### config.mk
export PLATFORM = sky130hd
export DESIGN_NAME = vga_timing_gen
export DESIGN_NICKNAME = d
export VERILOG_FILES = /design/src/rtl/vga_timing_gen.sv
export SDC_FILE = /design/constraint.sdc
export NUM_CORES = 1
export LEC_CHECK = 0
export BUFFER_PORTS_ARGS = -buffer_cell sky130_fd_sc_hd__buf_2
export CORE_ASPECT_RATIO = 1.25
export CORE_MARGIN = 5
export CORE_UTILIZATION = 55
export DETAILED_ROUTE_END_ITERATION = 6
export GPL_TIMING_DRIVEN = 0
export MAX_ROUTING_LAYER = met4
export PLACE_DENSITY = 0.79
export SLEW_MARGIN = 30
export SYNTH_ARGS = -nofsm -noshare
export SYNTH_HDL_FRONTEND = slang
export SYNTH_SLANG_ARGS = --single-unit
### constraint.sdc
create_clock -name CLOCK -period 2.9 [get_ports CLOCK]
set_input_delay 0.58 -clock CLOCK [delete_from_list [all_inputs] [get_ports CLOCK]]
set_output_delay 0.58 -clock CLOCK [all_outputs]
set_load 0.03 [all_outputs]
### src/rtl/vga_timing_gen.sv
// VGA raster timing generator: joint pixel/line counters with registered sync, active-video,
// line/frame strobes and a completed-frame counter, all advancing on the pixel strobe.
module vga_timing_gen #(
   parameter int H_VISIBLE  = 640,
   parameter int H_FRONT    = 16,
   parameter int H_SYNC_LEN = 96,
   parameter int H_BACK     = 48,
   parameter int V_VISIBLE  = 480,
   parameter int V_FRONT    = 10,
   parameter int V_SYNC_LEN = 2,
   parameter int V_BACK     = 33,
   parameter bit H_SYNC_POL = 1'b0,
   parameter bit V_SYNC_POL = 1'b0,
   parameter int CNT_W      = 12,
   parameter int FC_W       = 8
) (
   input  logic             CLOCK,
   input  logic             RESET_N,
   input  logic             PIXEL_EN,
   input  logic             FRAME_RESTART,
   output logic [CNT_W-1:0] CURRENT_PIXEL,
   output logic [CNT_W-1:0] CURRENT_LINE,
   output logic             H_SYNC,
   output logic             V_SYNC,
   output logic             ACTIVE,
   output logic             END_LINE,
   output logic             END_FRAME,
   output logic [FC_W-1:0]  FRAME_COUNT
);

   localparam int H_TOTAL = H_VISIBLE + H_FRONT + H_SYNC_LEN + H_BACK;
   localparam int V_TOTAL = V_VISIBLE + V_FRONT + V_SYNC_LEN + V_BACK;

   localparam logic [CNT_W-1:0] H_LAST       = CNT_W'(H_TOTAL - 1);
   localparam logic [CNT_W-1:0] V_LAST       = CNT_W'(V_TOTAL - 1);
   localparam logic [CNT_W-1:0] H_VIS        = CNT_W'(H_VISIBLE);
   localparam logic [CNT_W-1:0] V_VIS        = CNT_W'(V_VISIBLE);
   localparam logic [CNT_W-1:0] H_SYNC_START = CNT_W'(H_VISIBLE + H_FRONT);
   localparam logic [CNT_W-1:0] H_SYNC_END   = CNT_W'(H_VISIBLE + H_FRONT + H_SYNC_LEN);
   localparam logic [CNT_W-1:0] V_SYNC_START = CNT_W'(V_VISIBLE + V_FRONT);
   localparam logic [CNT_W-1:0] V_SYNC_END   = CNT_W'(V_VISIBLE + V_FRONT + V_SYNC_LEN);

   logic [CNT_W-1:0] pixel_nxt;
   logic [CNT_W-1:0] line_nxt;
   logic [FC_W-1:0]  frame_count_nxt;
   logic             h_sync_nxt;
   logic             v_sync_nxt;
   logic             active_nxt;
   logic             end_line_nxt;
   logic             end_frame_nxt;
   // Cleared in the reset/restart parking state so that the first step onto (0,0) is not
   // mistaken for a real wrap and produces no strobes or frame increment.
   logic             primed;
   logic             primed_nxt;

   always_comb begin
      pixel_nxt       = CURRENT_PIXEL;
      line_nxt        = CURRENT_LINE;
      frame_count_nxt = FRAME_COUNT;
      primed_nxt      = primed;
      end_line_nxt    = 1'b0;
      end_frame_nxt   = 1'b0;

      if (FRAME_RESTART) begin
         pixel_nxt  = H_LAST;
         line_nxt   = V_LAST;
         primed_nxt = 1'b0;
      end else if (PIXEL_EN) begin
         primed_nxt = 1'b1;
         if (CURRENT_PIXEL == H_LAST) begin
            pixel_nxt    = '0;
            end_line_nxt = primed;
            if (CURRENT_LINE == V_LAST) begin
               line_nxt      = '0;
               end_frame_nxt = primed;
               if (primed) begin
                  frame_count_nxt = FRAME_COUNT + FC_W'(1);
               end
            end else begin
               line_nxt = CURRENT_LINE + CNT_W'(1);
            end
         end else begin
            pixel_nxt = CURRENT_PIXEL + CNT_W'(1);
         end
      end

      // Level outputs decode the next counts so they line up with the registered position.
      h_sync_nxt = ((pixel_nxt >= H_SYNC_START) && (pixel_nxt < H_SYNC_END)) ? H_SYNC_POL : ~H_SYNC_POL;
      v_sync_nxt = ((line_nxt >= V_SYNC_START) && (line_nxt < V_SYNC_END)) ? V_SYNC_POL : ~V_SYNC_POL;
      active_nxt = (pixel_nxt < H_VIS) && (line_nxt < V_VIS);
   end

   always_ff @(posedge CLOCK or negedge RESET_N) begin
      if (!RESET_N) begin
         CURRENT_PIXEL <= H_LAST;
         CURRENT_LINE  <= V_LAST;
         H_SYNC        <= ~H_SYNC_POL;
         V_SYNC        <= ~V_SYNC_POL;
         ACTIVE        <= 1'b0;
         END_LINE      <= 1'b0;
         END_FRAME     <= 1'b0;
         FRAME_COUNT   <= '0;
         primed        <= 1'b0;
      end else begin
         CURRENT_PIXEL <= pixel_nxt;
         CURRENT_LINE  <= line_nxt;
         H_SYNC        <= h_sync_nxt;
         V_SYNC        <= v_sync_nxt;
         ACTIVE        <= active_nxt;
         END_LINE      <= end_line_nxt;
         END_FRAME     <= end_frame_nxt;
         FRAME_COUNT   <= frame_count_nxt;
         primed        <= primed_nxt;
      end
   end

endmodule

Yosys cells after proc, flatten, opt, wreduce, memory -nomap -nowiden
Cells that the tools add are included.
W data, S select, Z words.
{"block": "totals", "word_cells": 44, "register_bits": 38, "out_inout_bits": 37}
{"block": "classes", "n_bitwise": 1, "muxes": 18, "add_sub_neg": 3, "n_reduce_logical": 5, "eq_ne": 2, "magnitude_cmp": 6}
{"operator": "$mux W12", "count": 7}
{"operator": "$add A12 B1 Y12 const B", "count": 2}
{"operator": "$eq A12 B10 Y1 const B", "count": 2}
{"operator": "$lt A12 B10 Y1 const B", "count": 2}
{"operator": "$lt A12 B9 Y1 const B", "count": 2}
{"operator": "$ge A12 B10 Y1 const B", "count": 1}
{"operator": "$ge A12 B9 Y1 const B", "count": 1}
{"operator": "$mux W1", "count": 11}
{"operator": "$add A8 B1 Y8 const B", "count": 1}
{"operator": "$reduce_and A5 Y1", "count": 1}
{"operator": "$logic_and A1 B1 Y1", "count": 3}
{"operator": "$reduce_bool A2 Y1", "count": 1}
{"operator": "$not A1 Y1", "count": 1}

Logic depth before layout (Yosys ltp)
{"block": "logic_depth", "depth_word": 8, "ltp_mapped": 8, "ltp_nobuf": 8}

Worst setup path after synthesis
Ideal clock, no wire load.
{"block": "synth_timing", "path_type": "register -> register", "startpoint": "register CURRENT_PIXEL[0]", "endpoint": "register FRAME_COUNT[7]", "arrival_ps": 2334, "slack_ps": 486, "required_ps": 2820, "path_stages_with_launch": 9, "synth_period_minus_slack_ps": 2414, "path_cell_list": "dfstp_2 > ha_1 > nor4b_2 > nand4_1 > buf_2 > nor3_4 > nand4_1 > nor3_1 > xor2_1"}
{"block": "synth_via", "elab_chain_len": 2}
{"item": "start, declared", "line": "21", "rtl": "output logic [CNT_W-1:0] CURRENT_PIXEL,"}
{"item": "start signal, assigned", "line": "105", "rtl": "CURRENT_PIXEL <= pixel_nxt;"}
{"item": "$eq A12 B10 Y1", "line": "70", "rtl": "if (CURRENT_PIXEL == H_LAST) begin"}
{"item": "$reduce_and A5 Y1 (no source line)"}
{"item": "end signal, assigned", "line": "112", "rtl": "FRAME_COUNT <= frame_count_nxt;"}
{"item": "end, declared", "line": "28", "rtl": "output logic [FC_W-1:0] FRAME_COUNT"}
Every way passes these cells.
A chain may end at the register's enable or synchronous reset.

Worst setup path after layout
{"block": "layout_timing", "startpoint": "register CURRENT_PIXEL[0]", "endpoint": "register ACTIVE"}
{"block": "layout_via", "elab_chain_len": 6, "word_cells_on_any_way": 11, "classes_between": "add/sub (1); order compare (2); eq/ne (1); mux (6); reduce/logical (1)"}
{"item": "$add A12 B1 Y12 or $eq A12 B10 Y1 (tied branches)", "line": "83, 70"}
{"item": "$mux W12", "line": "70"}
{"item": "$mux W12", "line": "68", "rtl": "end else if (PIXEL_EN) begin"}
{"item": "$mux W12", "line": "64", "rtl": "if (FRAME_RESTART) begin"}
{"item": "$lt A12 B10 Y1 or $lt A12 B9 Y1 (tied branches)", "line": "90", "rtl": "active_nxt = (pixel_nxt < H_VIS) && (line_nxt < V_VIS);"}
{"item": "$logic_and A1 B1 Y1 (*)", "line": "90"}
{"item": "net active_nxt", "line": "48", "rtl": "logic active_nxt;"}
{"item": "end signal, assigned", "line": "109", "rtl": "ACTIVE <= active_nxt;"}
{"item": "end, declared", "line": "25", "rtl": "output logic ACTIVE,"}
The timed path passes the listed nets; every way through them passes the cells marked *.

==> results.cfg <==
[status]
outcome = completed

[drt]
viasPerCell = 5.89
routedWlPerCell_um = 16.1
drc = 0
first_pass_iters = 4
drt_iter0_markers = 156
ant_nets = 0
via_count = 1925
wl_mm = 5.25

[worst_hold_path]
hold_path_class = primary input to asynchronous set/reset pin

[synthesis]
synthTopCellsByCount = dfrtp_1 (26), nand2_1 (21), nor2_1 (17)
yosysTopAreaCellShare = 0.299
synth_edf_count = 0
async_flop_share = 1.00
avgSynthCellArea_um2 = 9.66
ys_top_cells_by_area = dfrtp_1 (30%), dfstp_2 (15%), nand2_1 (3.6%), xnor2_1 (3.6%), xor2_1 (3.6%)
syn_area_mm2 = 0.00217
yosysMostFrequentCell = dfrtp_1
synth-seq-area-share = 0.444
yosys_register_bits = 38
syn_inst = 225
synthFlopType = dfrtp_1
synth_top_area_cell = dfrtp_1
syn_nets = 233
synth_cell_types = 47
yosysWarnings = 0

[cells_and_area]
nets = 280
area_delta_synth_final_pct = 18.0
fill_cells = 323
layout-drive-gt1-share = 0.275
fin_util = 0.672
diodes = 0
fin_area_mm2 = 0.00256
fin_cells = 327

[sta]
fin_crit_ns = 2.70
fmax_mhz = 370
finalHoldViolCount = 0
setup_slack_ns = 0.197
whs_ns = 0.375
finalSetupViolCount = 0
finalSetupTns_ns = 0
drv_slew = 0
finClkSkew_ns = 0.00451
post-route-period-util = 0.932
rsz0062_at_grt = no
worst_slew_pin_slew_ns = 0.812
relSlewSlack = 0.459

[placed_design]
place_area_mm2 = 0.00244
pre_cts_ws_ns = 0.129
dp.cells = 319
hpwl_mm = 3.86
port_buffers = 40
place_congestion = 0.938

[run]
cap_violations = 0

[grt]
grt_pass1_vias = 1851
grt-busiest-layer = met2
grt_pass1_wl_mm = 8.64
globalRouteMet1Util = 0.262
grt_start_max_net_pins = 39
grt_use_met2 = 0.347
grt-ovfl-total = 0
grt_util_met3 = 0.0476
antenna_found_initial = 0
grt_use_total = 0.217

[power_and_ir_drop]
finalPower_mw = 1.55
power_leakage_nw = 1.12
ir_worst_vdd_mv = 0.323
p_per_area_mw_per_mm2 = 604

[floorplanning]
die-height_um = 80.3
top_level_ports = 41
dieArea_mm2 = 0.00532
core_mm2 = 0.00382
start_util = 0.570
die_w_um = 66.2
row_count = 25

[clock_network]
numCtsBuffers = 5
clk_pin_slew_ns = 0.08
cts-root-buf = clkbuf_8
cts_max_level = 2
cts.sinks = 38
cts_tree = done
post_cts_buffers = 0
clk_path_buf_depth = 2
clock_latency_ns = 0.29

[critical_path]
crit_required_ns = 3.10
worstSetupPathType = register to register
crit_path_end_kind = register
cp-start-kind = register
cp.arrival_ns = 2.90
ff2ff_setup_slack_ns = 0.20
cp_max_fo = 10
-- where the power goes --
part / internal (mW) / total [mW] / switching, mW
sequential: 0.590 / 0.645 / 0.0556
combinational: 0.148 / 0.449 / 0.302
clock: 0.256 / 0.453 / 0.198
total: 0.993 / 1.55 / 0.555
-- routing by layer --
layer | vias to the layer above | share of wire
met5 | - | 0
met4 | 0 | 0.028
met3 | 19 | 0.046
met2 | 62 | 0.49
met1 | 925 | 0.43
li1 | 919 | -
-- critical path, stage by stage (launching register included) --
cell     delay, ns
dfstp_2       0.58
ha_1          0.26
nor4b_4       0.36
nand4_1       0.22
buf_2         0.26
nor4_1        0.30
nand4_1       0.12
a21oi_1       0.26
nor4b_2       0.25
-- final cells by class --
class	instances	area [µm²]	area share
sequential	38	966	0.377
buffer	10	43.8	0.0171
clock buffer	5	68.8	0.0268
clock inverter	3	45.0	0.0176
tap	54	67.6	0.0264
timing repair buffer	40	200	0.0781
multi-input combinational	172	1150	0.450
inverter	5	18.8	0.00732
-- sequential cells by signal, summed over array words and instances (netlist names) --
| name | flops |
|---|---|
| primed | 1 |
| END_LINE | 1 |
| CURRENT_PIXEL | 12 |
| H_SYNC | 1 |
| ACTIVE | 1 |
| FRAME_COUNT | 8 |
| V_SYNC | 1 |
| CURRENT_LINE | 12 |
| END_FRAME | 1 |
-- cells in the final DEF (no fill, tap or decap), drive strengths merged, types with 3 or more instances in the layout --
cell	instances
xnor2	9
nor2	18
nor3	12
a21oi	11
xor2	9
dfrtp	26
nand4	12
clkbuf	10
inv	5
and3	4
o21ai	9
and4	5
or3	5
nor4	5
nand3	9
buf	45
dfstp	12
nor4b	5
nand2	22
ha	4
or4	3
nand2b	5
-- logic make-up (layout without fill, tap and decap cells) --
family | count (synthesis) | count (layout) | synth area share
simple gates | 115 | 115 | 0.312
flops | 38 | 38 | 0.444
compound gates | 31 | 31 | 0.0996
xor+xnor | 18 | 18 | 0.0725
buf+inv | 15 | 63 | 0.0288
fa+ha+maj | 4 | 4 | 0.0230
mux | 4 | 4 | 0.0196
-- final timing paths --
| kind | cells after the start | start | end |
|---|---|---|---|
| setup / recovery | 8 | CURRENT_PIXEL[0] | ACTIVE |
| hold / removal | 1 | RESET_N | FRAME_COUNT[2] |
| setup reg to reg | 8 | CURRENT_PIXEL[0] | ACTIVE |
| hold reg to reg | 1 | FRAME_COUNT[7] | FRAME_COUNT[7] |
| max in group asynchronous | 1 | RESET_N | CURRENT_LINE[1] |
| min in group CLOCK | 1 | FRAME_COUNT[7] | FRAME_COUNT[7] |
-- what timing repair did --
item	CTS	global route
resized for setup	0	1
endpoints found under the setup margin	0	3
hold buffers	0	0
(Power assumes the default switching activity.)
